===== src/rtl/cpu_pkg.sv =====
// Shared types for the control sequencer: opcodes, T-states and the control word.
// exec_steps gives how many execute T-states (T2..T4) an opcode occupies.
package cpu_pkg;

  typedef enum logic [3:0] {
    OP_NOP = 4'h0,
    OP_LDA = 4'h1,
    OP_ADD = 4'h2,
    OP_SUB = 4'h3,
    OP_STA = 4'h4,
    OP_LDI = 4'h5,
    OP_JMP = 4'h6,
    OP_JC  = 4'h7,
    OP_JZ  = 4'h8,
    OP_OUT = 4'hE,
    OP_HLT = 4'hF
  } opcode_t;

  typedef enum logic [2:0] {
    ST_IDLE = 3'd0,
    ST_T0   = 3'd1,
    ST_T1   = 3'd2,
    ST_T2   = 3'd3,
    ST_T3   = 3'd4,
    ST_T4   = 3'd5,
    ST_HALT = 3'd6
  } state_t;

  typedef struct packed {
    logic pc_cntn;
    logic pc_den;
    logic pc_din;
    logic mar_din;
    logic ram_den;
    logic ram_din;
    logic ir_din;
    logic ir_den;
    logic a_din;
    logic a_den;
    logic b_din;
    logic alu_den;
    logic flags_din;
    logic out_din;
    logic alu_sub;
    logic halt;
  } ctrl_word_t;

  localparam int CW_W = $bits(ctrl_word_t);

  // Every active-low strobe high, alu_sub and halt low.
  localparam ctrl_word_t CW_NONE = 16'hFFFC;

  // Undefined opcodes fall through to the single-step NOP timing.
  function automatic logic [1:0] exec_steps(input logic [3:0] op);
    case (op)
      OP_LDA, OP_STA: exec_steps = 2'd2;
      OP_ADD, OP_SUB: exec_steps = 2'd3;
      default:        exec_steps = 2'd1;
    endcase
  endfunction

endpackage


===== src/rtl/microcode_rom.sv =====
// Combinational microcode: {state, opcode, flags} -> control word, zero latency.
// No flow control; flags matter only in T2 for conditional jumps.
module microcode_rom
  import cpu_pkg::*;
(
  input  logic [2:0]      i_state,
  input  logic [3:0]      i_opcode,
  input  logic [1:0]      i_flags,
  output logic [CW_W-1:0] o_cw
);

  ctrl_word_t w_cw;

  always_comb begin
    w_cw = CW_NONE;
    case (i_state)
      ST_T0: begin
        w_cw.pc_den  = 1'b0;
        w_cw.mar_din = 1'b0;
      end
      ST_T1: begin
        w_cw.ram_den = 1'b0;
        w_cw.ir_din  = 1'b0;
        w_cw.pc_cntn = 1'b0;
      end
      ST_T2: begin
        case (i_opcode)
          OP_LDA, OP_ADD, OP_SUB, OP_STA: begin
            w_cw.ir_den  = 1'b0;
            w_cw.mar_din = 1'b0;
          end
          OP_LDI: begin
            w_cw.ir_den = 1'b0;
            w_cw.a_din  = 1'b0;
          end
          OP_JMP: begin
            w_cw.ir_den = 1'b0;
            w_cw.pc_din = 1'b0;
          end
          OP_JC: if (i_flags[1]) begin
            w_cw.ir_den = 1'b0;
            w_cw.pc_din = 1'b0;
          end
          OP_JZ: if (i_flags[0]) begin
            w_cw.ir_den = 1'b0;
            w_cw.pc_din = 1'b0;
          end
          OP_OUT: begin
            w_cw.a_den   = 1'b0;
            w_cw.out_din = 1'b0;
          end
          default: ;
        endcase
      end
      ST_T3: begin
        case (i_opcode)
          OP_LDA: begin
            w_cw.ram_den = 1'b0;
            w_cw.a_din   = 1'b0;
          end
          OP_ADD, OP_SUB: begin
            w_cw.ram_den = 1'b0;
            w_cw.b_din   = 1'b0;
          end
          OP_STA: begin
            w_cw.a_den   = 1'b0;
            w_cw.ram_din = 1'b0;
          end
          default: ;
        endcase
      end
      ST_T4: begin
        if (i_opcode == OP_ADD || i_opcode == OP_SUB) begin
          w_cw.alu_den   = 1'b0;
          w_cw.a_din     = 1'b0;
          w_cw.flags_din = 1'b0;
          w_cw.alu_sub   = (i_opcode == OP_SUB);
        end
      end
      ST_HALT: w_cw.halt = 1'b1;
      default: ;
    endcase
  end

  assign o_cw = w_cw;

endmodule


===== src/rtl/control_sequencer.sv =====
// T-state sequencer: owns the state register and next-state logic; strobes come
// combinationally from microcode_rom in the same cycle. No backpressure; HALT is sticky until reset.
module control_sequencer
  import cpu_pkg::*;
(
  input  logic       i_clk,
  input  logic       i_rstn,
  input  logic [7:0] i_ir,
  input  logic [1:0] i_flags,
  output logic       o_pc_cntn,
  output logic       o_pc_den,
  output logic       o_pc_din,
  output logic       o_mar_din,
  output logic       o_ram_den,
  output logic       o_ram_din,
  output logic       o_ir_din,
  output logic       o_ir_den,
  output logic       o_a_din,
  output logic       o_a_den,
  output logic       o_b_din,
  output logic       o_alu_den,
  output logic       o_flags_din,
  output logic       o_out_din,
  output logic       o_alu_sub,
  output logic       o_halt
);

  state_t          r_state;
  state_t          w_next;
  logic [3:0]      w_op;
  logic [1:0]      w_steps;
  logic [CW_W-1:0] w_cw_bits;
  ctrl_word_t      w_cw;
  logic            w_unused_operand;

  assign w_op    = i_ir[7:4];
  assign w_steps = exec_steps(w_op);
  // The operand nibble reaches the bus through the IR itself, not through here.
  assign w_unused_operand = ^i_ir[3:0];

  always_ff @(posedge i_clk or negedge i_rstn) begin
    if (!i_rstn) r_state <= ST_IDLE;
    else         r_state <= w_next;
  end

  always_comb begin
    w_next = r_state;
    case (r_state)
      ST_IDLE: w_next = ST_T0;
      ST_T0:   w_next = ST_T1;
      ST_T1:   w_next = ST_T2;
      ST_T2: begin
        if (w_op == OP_HLT)       w_next = ST_HALT;
        else if (w_steps > 2'd1)  w_next = ST_T3;
        else                      w_next = ST_T0;
      end
      ST_T3:   w_next = (w_steps > 2'd2) ? ST_T4 : ST_T0;
      ST_T4:   w_next = ST_T0;
      ST_HALT: w_next = ST_HALT;
      default: w_next = ST_IDLE;
    endcase
  end

  microcode_rom u_rom (
    .i_state  (r_state),
    .i_opcode (w_op),
    .i_flags  (i_flags),
    .o_cw     (w_cw_bits)
  );

  assign w_cw = ctrl_word_t'(w_cw_bits);

  assign o_pc_cntn   = w_cw.pc_cntn;
  assign o_pc_den    = w_cw.pc_den;
  assign o_pc_din    = w_cw.pc_din;
  assign o_mar_din   = w_cw.mar_din;
  assign o_ram_den   = w_cw.ram_den;
  assign o_ram_din   = w_cw.ram_din;
  assign o_ir_din    = w_cw.ir_din;
  assign o_ir_den    = w_cw.ir_den;
  assign o_a_din     = w_cw.a_din;
  assign o_a_den     = w_cw.a_den;
  assign o_b_din     = w_cw.b_din;
  assign o_alu_den   = w_cw.alu_den;
  assign o_flags_din = w_cw.flags_din;
  assign o_out_din   = w_cw.out_din;
  assign o_alu_sub   = w_cw.alu_sub;
  assign o_halt      = w_cw.halt;

endmodule

===== config.mk =====
export PLATFORM = sky130hd
export DESIGN_NAME = control_sequencer
export DESIGN_NICKNAME = d
export VERILOG_FILES = /design/src/rtl/cpu_pkg.sv /design/src/rtl/microcode_rom.sv /design/src/rtl/control_sequencer.sv
export SDC_FILE = /design/constraint.sdc
export NUM_CORES = 1
export LEC_CHECK = 0
export CAP_MARGIN = 40
export CORE_MARGIN = 3
export CORE_UTILIZATION = 33
export CTS_CLUSTER_SIZE = 28
export DETAILED_ROUTE_END_ITERATION = 6
export PLACE_DENSITY = 0.74
export SKIP_CTS_REPAIR_TIMING = 1
export SLEW_MARGIN = 20
export SYNTH_ARGS = -nofsm -noshare
export SYNTH_HDL_FRONTEND = slang
export SYNTH_SLANG_ARGS = --single-unit

===== constraint.sdc =====
create_clock -name i_clk -period 1.3 [get_ports i_clk]
set_clock_uncertainty 0.05 [all_clocks]
set_input_delay 0.195 -clock i_clk [delete_from_list [all_inputs] [get_ports i_clk]]
set_output_delay 0.195 -clock i_clk [all_outputs]
set_load 0.05 [all_outputs]

==> results.txt <==
Outcome = complete, but fails checks
Failing checks = setup timing
Worst setup margin = -0.402 ns
CP peak stage delay = 0.39 ns
Clock transition at path regs = 0.04 ns
DR pass1 iterations = 4
Max-Slew Margin vs Limit = 76.4%
CP Buf/Inv Count = 2
Post-route clock period utilization = 131%
Dpl hpwl = 1350 um
Maximum VDD drop = 1.87 mV
Die area = 1950 sq um
Post-synthesis adder-cell area fraction = 0%
#FFs+latches synth = 3
WHS = 0.0780 ns
Synth top area share = 15.7%
Port-buffer cells = 23
Total GRT Usage = 19.0%
CP Max Fanout = 6
Mux contribution to synthesized area = 0%
Total CTS buffers = 3
Area Growth Syn to Fin = 140%
Synth Net Count = 74
# rows = 13
Most flops, register = r_state
Clock Latency Late Sink = 0.24 ns
Startpoint Class = flip-flop
Routed WL = 1770 um
Synth top area cells = dfrtp_1 (16%), buf_6 (7.0%), nor2_1 (6.3%)
Largest net degree at the start of global routing = 10
Met3 GRT Util = 5.28%
Synthesis Warnings = 0
Core area = 1330 sq um
Static leakage = 0.515 nW
EDFF count, synth = 0
RSZ-0062 raised after global routing = true
Top delay family on crit path = simple AND/OR/NAND/NOR gates
Setup violators final = 16
Crit. End Element = primary output
Core Util, Final = 86.4%
Synth Area in Compound Gates = 16.7%
Per-cell routed wire length = 14.8 um
Final Hold Vio Count = 0
Crit path kind = flip-flop to primary output
M1 GR Usage = 21.5%
CP max stage cell = dfrtp_1
Clk root buf = clkbuf_4
Hold WC Path Type = input port to asynchronous set/reset pin
First-pass GRT wire length = 2680 um
Initial antenna violation count = 0
Initial Util = 35.9%
Post-route cell area = 1150 sq um
Post-Synth Simple-Gate Area = 52.0%
Met2 GRT Util = 32.3%
WP data arrival = 1.46 ns
DIE HEIGHT = 44.1 um
Post-synthesis instance total = 62
Via/cell ratio = 5.19
Max Fclk = 588 MHz
Clk buf depth = 2
DRC violations left = 0
Die X = 44.1 um
N_diodes = 0
PwrDens = 1880 nW/um^2
Crit-path cells = buf_4 > nor2b_4 > and3_4 > and2_2 > buf_12
Slew @ Worst Pin = 0.351 ns
Antenna-violating nets left = 0
Biggest regs = r_state: 3 flops
Largest register FFs = 3
Largest family of logic cells by synthesized area = simple AND/OR/NAND/NOR gates
GRT busiest layer = met2
Num ports = 28
Place WS = -0.612 ns
Post-Syn Area = 479 sq um
Async SR Flop Fraction = 100%
Layout cell share with drive strength beyond 1 = 68.3%
Total grt overflow = 0
Iteration-0 DRC Markers = 7
Fin crit period = 1.70 ns
Placer Congestion = 0.730
# Max-Cap Violations = 0
Post-synthesis sequential area ratio = 15.7%
Clk sinks = 3
Ys flop type = dfrtp_1
Placed Area = 1050 sq um
Vias = 618
WP data required = 1.05 ns
Commonest cells in the netlist = nor2_1 (8), nand2_1 (5)
Max-slew violations = 0
CTS tree = done
Top-count cell post-synth = nor2_1
Synth cell types = 33
XOR/XNOR Fraction of Synth Area = 1.83%
H-tree levels = 1
Number of global-route vias before repair = 621
Pwr Total = 2.16 mW
Largest area contributor in the netlist = dfrtp_1
Nets@finish = 117
Avg Inst Size Synth = 7.73 sq um
-- routing by layer --
| metal | share of wire (%) | up-vias | wire length [um] |
|---|---|---|---|
| li1 | - | 301 | - |
| met1 | 41 | 297 | 721 |
| met2 | 53 | 15 | 942 |
| met3 | 4.1 | 5 | 73 |
| met4 | 1.5 | 0 | 27 |
| met5 | 0 | - | 0 |
-- power breakdown --
part | internal, mW | leakage, nW | switching (mW) | total [mW]
sequential | 0.138 | 0.0361 | 0.0367 | 0.175
clock | 0.115 | 0.0150 | 0.0556 | 0.171
combinational | 0.859 | 0.464 | 0.958 | 1.82
-- cells in the final DEF (no fill, tap or decap), types with 2 or more instances in the layout --
master,n
a211o_4,2
buf_12,10
buf_4,22
buf_6,6
clkbuf_4,3
clkdlybuf4s50_1,3
dfrtp_1,3
dlymetal6s2s_1,4
nand2_1,3
nand3_1,2
nand3b_1,2
nor2_1,5
nor2_2,2
nor2b_4,2
o21ai_0,2
-- stage by stage --
step	setup TNS, ns	std cells
2_1_floorplan	-1.16	62
3_3_place_gp	-7.83	114
3_5_place_dp	-8.46	114
4_1_cts	-8.80	118
5_1_grt	-6.48	119
6_report	-5.27	119
-- worst reg2reg max path: cells and delay by family (launching register included) --
kind	cells	cell delay, ns
simple gates	1	0.15
buf+inv	2	0.31
flops	1	0.39
compound gates	1	0.24
-- logic make-up (layout without fill, tap and decap cells) --
kind of cell	count (synthesis)	count (layout)
compound gates	11	11
xor+xnor	1	1
buf+inv	9	51
flops	3	3
simple gates	38	38
-- final cells by class --
class / instances / area [sq um]
Fill cell: 71 / 181
Tap cell: 15 / 18.8
Clock buffer: 4 / 26.3
Sequential cell: 3 / 75.1
Timing Repair Buffer: 46 / 528
Inverter: 1 / 7.51
Multi-Input combinational cell: 50 / 497
-- path summary, 6_finish.rpt --
check | from | to | slack, ns | cells after the start
setup / recovery | r_state[1] | o_alu_sub | -0.40 | 5
hold / removal | i_rstn | r_state[0] | 0.08 | 1
setup reg to reg | r_state[1] | r_state[0] | 0.05 | 4
hold reg to reg | r_state[2] | r_state[1] | 0.63 | 2
max in group asynchronous | i_rstn | r_state[2] | 0.97 | 1
min in group i_clk | r_state[2] | r_state[1] | 0.63 | 2
Note: power is estimated with default switching activity, not from simulation.
